**config.mk**
```make
export PLATFORM = sky130hd
export DESIGN_NAME = four_12_12_st3_mem_ctrl
export DESIGN_NICKNAME = d
export VERILOG_FILES = /design/src/rtl/four_12_12_st3_mem_ctrl.sv
export SDC_FILE = /design/constraint.sdc
export NUM_CORES = 1
export LEC_CHECK = 0
export BUFFER_PORTS_ARGS = -buffer_cell sky130_fd_sc_hd__buf_2
export CAP_MARGIN = 10
export CELL_PAD_IN_SITES_DETAIL_PLACEMENT = 0
export CELL_PAD_IN_SITES_GLOBAL_PLACEMENT = 2
export CORE_AREA = 2 2 130 132
export CTS_BUF_LIST = sky130_fd_sc_hd__clkbuf_8
export DETAILED_ROUTE_END_ITERATION = 10
export DIE_AREA = 0 0 132 134
export PLACE_DENSITY = 0.9
export SKIP_LAST_GASP = 1
export SLEW_MARGIN = 0
export SYNTH_ARGS = -nofsm -noshare
export SYNTH_HDL_FRONTEND = slang
export SYNTH_SLANG_ARGS = --single-unit
```
**constraint.sdc**
```tcl
create_clock -name clk -period 12.25 [get_ports clk]
set_input_delay 0.6125 -clock clk [delete_from_list [all_inputs] [get_ports clk]]
set_output_delay 0.6125 -clock clk [all_outputs]
set_load 0.05 [all_outputs]
```
**src/rtl/four_12_12_st3_mem_ctrl.sv**
```systemverilog
// -----------------------------------------------------------------------------
// four_12_12_st3_mem_ctrl
//
// Initiator of the stage-3 data memory port. The external single-port-pair
// memory is used as a circular FIFO between a valid/ready write stream and a
// valid/ready read stream. Memory reads have a fixed one-cycle latency, so the
// output side keeps a 2-entry skid buffer plus an in-flight flag. Reads are
// only issued when the skid buffer is guaranteed to have room for the returning
// word, so no returned word can ever be dropped.
//
// Parameters
//   DATA_W  memory word width
//   ADDR_W  memory address width
//   DEPTH   number of memory words (must equal 2**ADDR_W)
//
// Ports
//   clk          single clock for all logic
//   reset        asynchronous, active-low reset
//   flush        synchronous clear of pointers, counts and buffers
//   in_valid     write-stream word present
//   in_data      write-stream word
//   in_ready     block accepts in_data this cycle
//   out_valid    read-stream word present
//   out_data     read-stream word (oldest buffered entry)
//   out_ready    consumer accepts out_data this cycle
//   mem_wr_en    memory write strobe
//   mem_wr_addr  memory write address
//   mem_wr_data  memory write data
//   mem_rd_en    memory read strobe
//   mem_rd_addr  memory read address
//   mem_rd_data  memory read data, valid one cycle after mem_rd_en
//   level        registered count of words held (memory + in flight + buffer)
// -----------------------------------------------------------------------------
module four_12_12_st3_mem_ctrl #(
    parameter int DATA_W = 32,
    parameter int ADDR_W = 9,
    parameter int DEPTH  = 512
) (
    input  logic              clk,
    input  logic              reset,
    input  logic              flush,
    input  logic              in_valid,
    input  logic [DATA_W-1:0] in_data,
    output logic              in_ready,
    output logic              out_valid,
    output logic [DATA_W-1:0] out_data,
    input  logic              out_ready,
    output logic              mem_wr_en,
    output logic [ADDR_W-1:0] mem_wr_addr,
    output logic [DATA_W-1:0] mem_wr_data,
    output logic              mem_rd_en,
    output logic [ADDR_W-1:0] mem_rd_addr,
    input  logic [DATA_W-1:0] mem_rd_data,
    output logic [ADDR_W:0]   level
);

    localparam logic [ADDR_W:0]   L_DEPTH     = (ADDR_W+1)'(DEPTH);
    localparam logic [ADDR_W:0]   L_CNT_ONE   = (ADDR_W+1)'(1);
    localparam logic [ADDR_W-1:0] L_PTR_LAST  = ADDR_W'(DEPTH - 1);
    localparam logic [ADDR_W-1:0] L_PTR_ONE   = ADDR_W'(1);
    localparam logic [ADDR_W:0]   L_LEVEL_MAX = '1;

    // -------------------------------------------------------------------------
    // State
    // -------------------------------------------------------------------------
    logic [ADDR_W-1:0] r_wr_ptr;
    logic [ADDR_W-1:0] r_rd_ptr;
    logic [ADDR_W:0]   r_mem_cnt;
    logic [1:0]        r_obuf_cnt;
    logic              r_infl;
    logic [DATA_W-1:0] r_obuf_head;   // oldest entry, drives out_data
    logic [DATA_W-1:0] r_obuf_tail;   // second entry, valid when r_obuf_cnt == 2
    logic [ADDR_W:0]   r_level;

    // -------------------------------------------------------------------------
    // Handshake decode
    // -------------------------------------------------------------------------
    logic              w_in_ready;
    logic              w_wr;
    logic              w_pop;
    logic              w_push;
    logic [2:0]        w_occ;
    logic              w_rd;
    logic              w_push_to_tail;

    assign w_in_ready = (r_mem_cnt != L_DEPTH) && !flush;
    assign w_wr       = in_valid && w_in_ready;
    assign w_pop      = (r_obuf_cnt != 2'd0) && out_ready;

    // A returning word is only captured outside flush; data arriving in the
    // flush cycle belongs to the stream being discarded.
    assign w_push     = r_infl && !flush;

    // Slots already claimed in the skid buffer (held + the word in flight).
    // A pop this cycle frees one slot, so it counts toward room for a new read.
    assign w_occ      = {1'b0, r_obuf_cnt} + {2'b00, r_infl};
    assign w_rd       = (r_mem_cnt != '0) && !flush
                        && ((w_occ - {2'b00, w_pop}) < 3'd2);

    // The returning word lands behind whatever remains after this cycle's pop.
    assign w_push_to_tail = (r_obuf_cnt == 2'd2)
                            || ((r_obuf_cnt == 2'd1) && !w_pop);

    // -------------------------------------------------------------------------
    // Next-state computation
    // -------------------------------------------------------------------------
    logic [ADDR_W-1:0] w_wr_ptr_nxt;
    logic [ADDR_W-1:0] w_rd_ptr_nxt;
    logic [ADDR_W:0]   w_mem_cnt_nxt;
    logic [1:0]        w_obuf_cnt_nxt;
    logic              w_infl_nxt;
    logic [ADDR_W+1:0] w_level_sum;
    logic [ADDR_W:0]   w_level_nxt;

    // NOTE: every signal written here gets a default first, so no path leaves
    // it unassigned and no latch is inferred.
    always_comb begin
        w_wr_ptr_nxt   = r_wr_ptr;
        w_rd_ptr_nxt   = r_rd_ptr;
        w_mem_cnt_nxt  = r_mem_cnt;
        w_obuf_cnt_nxt = r_obuf_cnt;
        w_infl_nxt     = 1'b0;

        if (flush) begin
            w_wr_ptr_nxt   = '0;
            w_rd_ptr_nxt   = '0;
            w_mem_cnt_nxt  = '0;
            w_obuf_cnt_nxt = 2'd0;
            w_infl_nxt     = 1'b0;
        end else begin
            if (w_wr) begin
                w_wr_ptr_nxt = (r_wr_ptr == L_PTR_LAST) ? '0 : r_wr_ptr + L_PTR_ONE;
            end
            if (w_rd) begin
                w_rd_ptr_nxt = (r_rd_ptr == L_PTR_LAST) ? '0 : r_rd_ptr + L_PTR_ONE;
            end

            // Simultaneous write and read leave the memory occupancy unchanged.
            unique case ({w_wr, w_rd})
                2'b10:   w_mem_cnt_nxt = r_mem_cnt + L_CNT_ONE;
                2'b01:   w_mem_cnt_nxt = r_mem_cnt - L_CNT_ONE;
                default: w_mem_cnt_nxt = r_mem_cnt;
            endcase

            unique case ({w_push, w_pop})
                2'b10:   w_obuf_cnt_nxt = r_obuf_cnt + 2'd1;
                2'b01:   w_obuf_cnt_nxt = r_obuf_cnt - 2'd1;
                default: w_obuf_cnt_nxt = r_obuf_cnt;
            endcase

            w_infl_nxt = w_rd;
        end
    end

    // level is registered from the next-state counts so that, after each edge,
    // it equals exactly mem_cnt + infl + obuf_cnt of the current cycle.
    always_comb begin
        w_level_sum = {1'b0, w_mem_cnt_nxt}
                      + (ADDR_W+2)'(w_obuf_cnt_nxt)
                      + (ADDR_W+2)'(w_infl_nxt);
        w_level_nxt = w_level_sum[ADDR_W+1] ? L_LEVEL_MAX : w_level_sum[ADDR_W:0];
    end

    // -------------------------------------------------------------------------
    // Pointer / count registers
    // -------------------------------------------------------------------------
    // NOTE: sequential state is updated only with non-blocking assignments so
    // every register samples the pre-edge values of the others.
    always_ff @(posedge clk or negedge reset) begin
        if (!reset) begin
            r_wr_ptr   <= '0;
            r_rd_ptr   <= '0;
            r_mem_cnt  <= '0;
            r_obuf_cnt <= 2'd0;
            r_infl     <= 1'b0;
            r_level    <= '0;
        end else begin
            r_wr_ptr   <= w_wr_ptr_nxt;
            r_rd_ptr   <= w_rd_ptr_nxt;
            r_mem_cnt  <= w_mem_cnt_nxt;
            r_obuf_cnt <= w_obuf_cnt_nxt;
            r_infl     <= w_infl_nxt;
            r_level    <= w_level_nxt;
        end
    end

    // -------------------------------------------------------------------------
    // Skid buffer
    // -------------------------------------------------------------------------
    // NOTE: the external memory array is never cleared; only these two small
    // buffer registers are reset, because out_data must read 0 after reset.
    always_ff @(posedge clk or negedge reset) begin
        if (!reset) begin
            r_obuf_head <= '0;
            r_obuf_tail <= '0;
        end else if (flush) begin
            r_obuf_head <= '0;
            r_obuf_tail <= '0;
        end else begin
            // Pop shifts the second entry forward; a push into the head slot
            // below takes precedence when the buffer ends up with one entry.
            if (w_pop) begin
                r_obuf_head <= r_obuf_tail;
            end
            if (w_push) begin
                if (w_push_to_tail) begin
                    r_obuf_tail <= mem_rd_data;
                end else begin
                    r_obuf_head <= mem_rd_data;
                end
            end
        end
    end

    // -------------------------------------------------------------------------
    // Outputs
    // -------------------------------------------------------------------------
    assign in_ready    = w_in_ready;
    assign out_valid   = (r_obuf_cnt != 2'd0);
    assign out_data    = r_obuf_head;
    assign mem_wr_en   = w_wr;
    assign mem_wr_addr = r_wr_ptr;
    assign mem_wr_data = in_data;
    assign mem_rd_en   = w_rd;
    assign mem_rd_addr = r_rd_ptr;
    assign level       = r_level;

endmodule

```
==> run_results.csv <==
group,metric,value,unit
global_route,use_met2,25.8,%
placement,placedCellCount,820,
worst_setup_path,end_kind,"flop",
layout,multi_input_area,0.00257,mm^2
timing,grt_setup_unrepaired,"false",
placement,io_buffers,100,
global_route,top_usage_layer,"met2",
clock_tree,root_buffer,"clkbuf_8",
global_route,grt.met3_usage,5.10,%
power,finalPower,1.39,mW
floorplan,initial_core_util,34.5,%
route,dr.first_iter.drc_count,260,
yosys,yosysWarnings,0,
min_path,hold_class,"input port to async pin",
global_route,grt_overflow_total,0,
layout,nets,705,
yosys,synthArstFlopShare,100,%
global_route,gr-usage-all-layers,15.8,%
yosys,synth_edf_count,0,
floorplan,core_area,0.0163,mm^2
timing,tightest_slew,0.823,ns
layout,seq_area,0.00263,mm^2
power,leakage,3.40,nW
worst_setup_path,r2r_cells,23,
route,viasPerCell,5.11,
worst_setup_path,startpoint_type,"flop",
timing,setup_viol,0,
yosys,syn_inst,555,
timing,finClkSkew,0.0117,ns
timing,setup_slack,6.27,ns
yosys,synth_seq_area_share,46.8,%
layout,final_cells,837,
timing,period_share,48.8,%
placement,hpwl,9.39,mm
route,drt_first_pass_iters,4,
clock_tree,clockBufferDepth,2,
yosys,ys_ff_latch,105,
timing,max_slew_margin,45.2,%
route,routed_wl,13.7,mm
layout,layout-drive-gt1-share,23.2,%
clock_tree,clkTransAtPathRegs,0.11,ns
timing,fin_crit,5.98,ns
global_route,grt_max_degree,66,
route,drc,0,
yosys,synth_fp_nets,648,
global_route,grt_pass1_wl,22.8,mm
route,ant_nets,0,
layout,n_fill_cell,1652,
floorplan,dieArea,0.0177,mm^2
placement,dp_slack,6.26,ns
clock_tree,ctsResizeCount,0,
layout,antennaDiodeCount,0,
timing,fmax,167,MHz
yosys,avgSynthCellArea,10.1,um^2
job,cap_violations,0,
power,pwr_density_cell,220,mW/mm^2
placement,place_area,0.00609,mm^2
worst_setup_path,r2r_start,"r_obuf_cnt[1]",
floorplan,die_h,134,um
floorplan,die_x,132,um
yosys,synth_flop_cell,"dfrtp_1",
placement,gp_congestion,0.808,
worst_setup_path,required,12.55,ns
clock_tree,htreeDepth,3,
floorplan,boundaryPins,165,
clock_tree,cts_made_buffers,9,
clock_tree,postCtsSetupBuffers,0,
yosys,synth_cell_types,56,
outcome,status,"finished clean",
worst_setup_path,worstPathMaxFanout,35,
layout,mostFrequentLayoutCells,"105 x dfrtp_1, 99 x buf_2, 63 x nor2_1",
power,ir_worst_vdd,0.0976,mV
layout,final_area,0.00632,mm^2
floorplan,rows,47,
route,wire_per_inst,16.4,um
route,vias,4273,
layout,utilization,38.8,%
clock_tree,cts_tree,"done",
yosys,synth_area_leaders,"dfrtp_1 47%, mux2i_1 5.9%, a22o_1 5.3%",
yosys,synth_top_cell_area_share,46.8,%
worst_setup_path,cp_data_arrival_time,6.27,ns
worst_setup_path,regToRegEndpoint,"level[4]",
yosys,syn_area,0.00561,mm^2
worst_setup_path,crit_type,"flop to flop",
timing,fin_setup_tns,0,ns
global_route,grt_pass1_vias,4315,
layout,area_growth,12.6,%
worst_setup_path,r2r_slack,6.27,ns
layout,mostFrequentLayoutCell,"dfrtp_1",
timing,hold_violations,0,
timing,final_max_slew_viol_count,0,
clock_tree,clock_latency,0.38,ns
timing,whs,0.206,ns
global_route,grtUsageMet1,20.4,%
global_route,grt_antenna_before_repair,0,
clock_tree,cts.sinks,105,
clock_tree,ctsHoldBuffers,0,
yosys,yosysTopAreaCell,"dfrtp_1",
## critical path, stage by stage, from the launching register on
cell and delay, ns:
dfrtp_1 0.45, inv_1 0.12, ha_1 0.18, inv_1 0.06, nand2_2 0.05, buf_4 0.48, inv_1 0.14, ha_1 0.29
nand2b_1 0.15, fa_1 0.38, xnor2_1 0.19, o2111ai_2 0.27, inv_1 0.17, ha_1 0.42, inv_1 0.15, fa_1 0.45
o21ai_0 0.16, nand2_1 0.12, fa_1 0.46, nor3_1 0.36, and2_1 0.22, and3_1 0.24, nand3b_1 0.21, o21ai_0 0.15
## where the power goes
part	total [mW]	leakage, nW	internal, mW	switching, mW
Combinational	0.707	1.85	0.220	0.487
Sequential	0.452	1.44	0.407	0.0457
Clock	0.232	0.108	0.103	0.129
## Yosys cell counts, types with 4 or more instances
library cell,number
and2_1,4
nor3_1,7
a211oi_1,35
nor2b_1,4
mux2i_1,33
nand3_1,7
ha_1,20
buf_4,32
dfrtp_1,105
a21oi_1,16
nor2_1,65
o21ai_0,31
a22o_1,34
or2_2,5
fa_1,4
xor2_1,4
nand2_1,35
nand2b_1,6
and3_1,13
inv_1,20
clkbuf_1,25
## worst max path at each step
| stage | endpoint | depth (start not counted) | start | slack, ns |
|---|---|---|---|---|
| 2_1_floorplan | level[4] | 24 | r_obuf_cnt[1] | 6.13 |
| 3_3_place_gp | level[2] | 23 | r_obuf_cnt[1] | 6.46 |
| 3_5_place_dp | level[4] | 22 | r_obuf_cnt[1] | 6.26 |
| 4_1_cts | level[4] | 23 | r_obuf_cnt[1] | 6.21 |
| 5_1_grt | level[2] | 23 | r_obuf_cnt[1] | 5.65 |
| 6_report | level[4] | 23 | r_obuf_cnt[1] | 6.27 |
## cell type report
class | instances | share of cell area, %
Timing Repair Buffer | 106 | 8.87
Tap cell | 220 | 4.36
Multi-Input combinational cell | 370 | 40.7
Clock buffer | 10 | 2.18
Clock inverter | 6 | 1.15
Sequential cell | 105 | 41.6
Inverter | 20 | 1.19
## flip-flops by register name, indices dropped and copies added, names as in the netlist
signal,cells
level,10
out_data,32
r_infl,1
r_obuf_tail,32
r_mem_cnt,10
r_obuf_cnt,2
mem_rd_addr,9
mem_wr_addr,9
## metal layers
metal  share of wire (%)  vias to the layer above
met5                   0                        -
met4                 1.3                        0
met3                 6.2                       21
met2                  48                      123
met1                  45                     2063
li1                    -                     2066
## kinds of logic (layout without fill, tap and decap cells)
logic type,count (synthesis),in the layout,share of synthesized area (%)
fa+ha+maj,24,24,5.89
flops,105,105,46.8
buf+inv,80,142,7.56
mux,34,34,6.09
xor+xnor,7,7,1.09
simple gates,156,156,12.9
compound gates,149,149,19.7
Note: power is estimated with default switching activity, not from simulation.
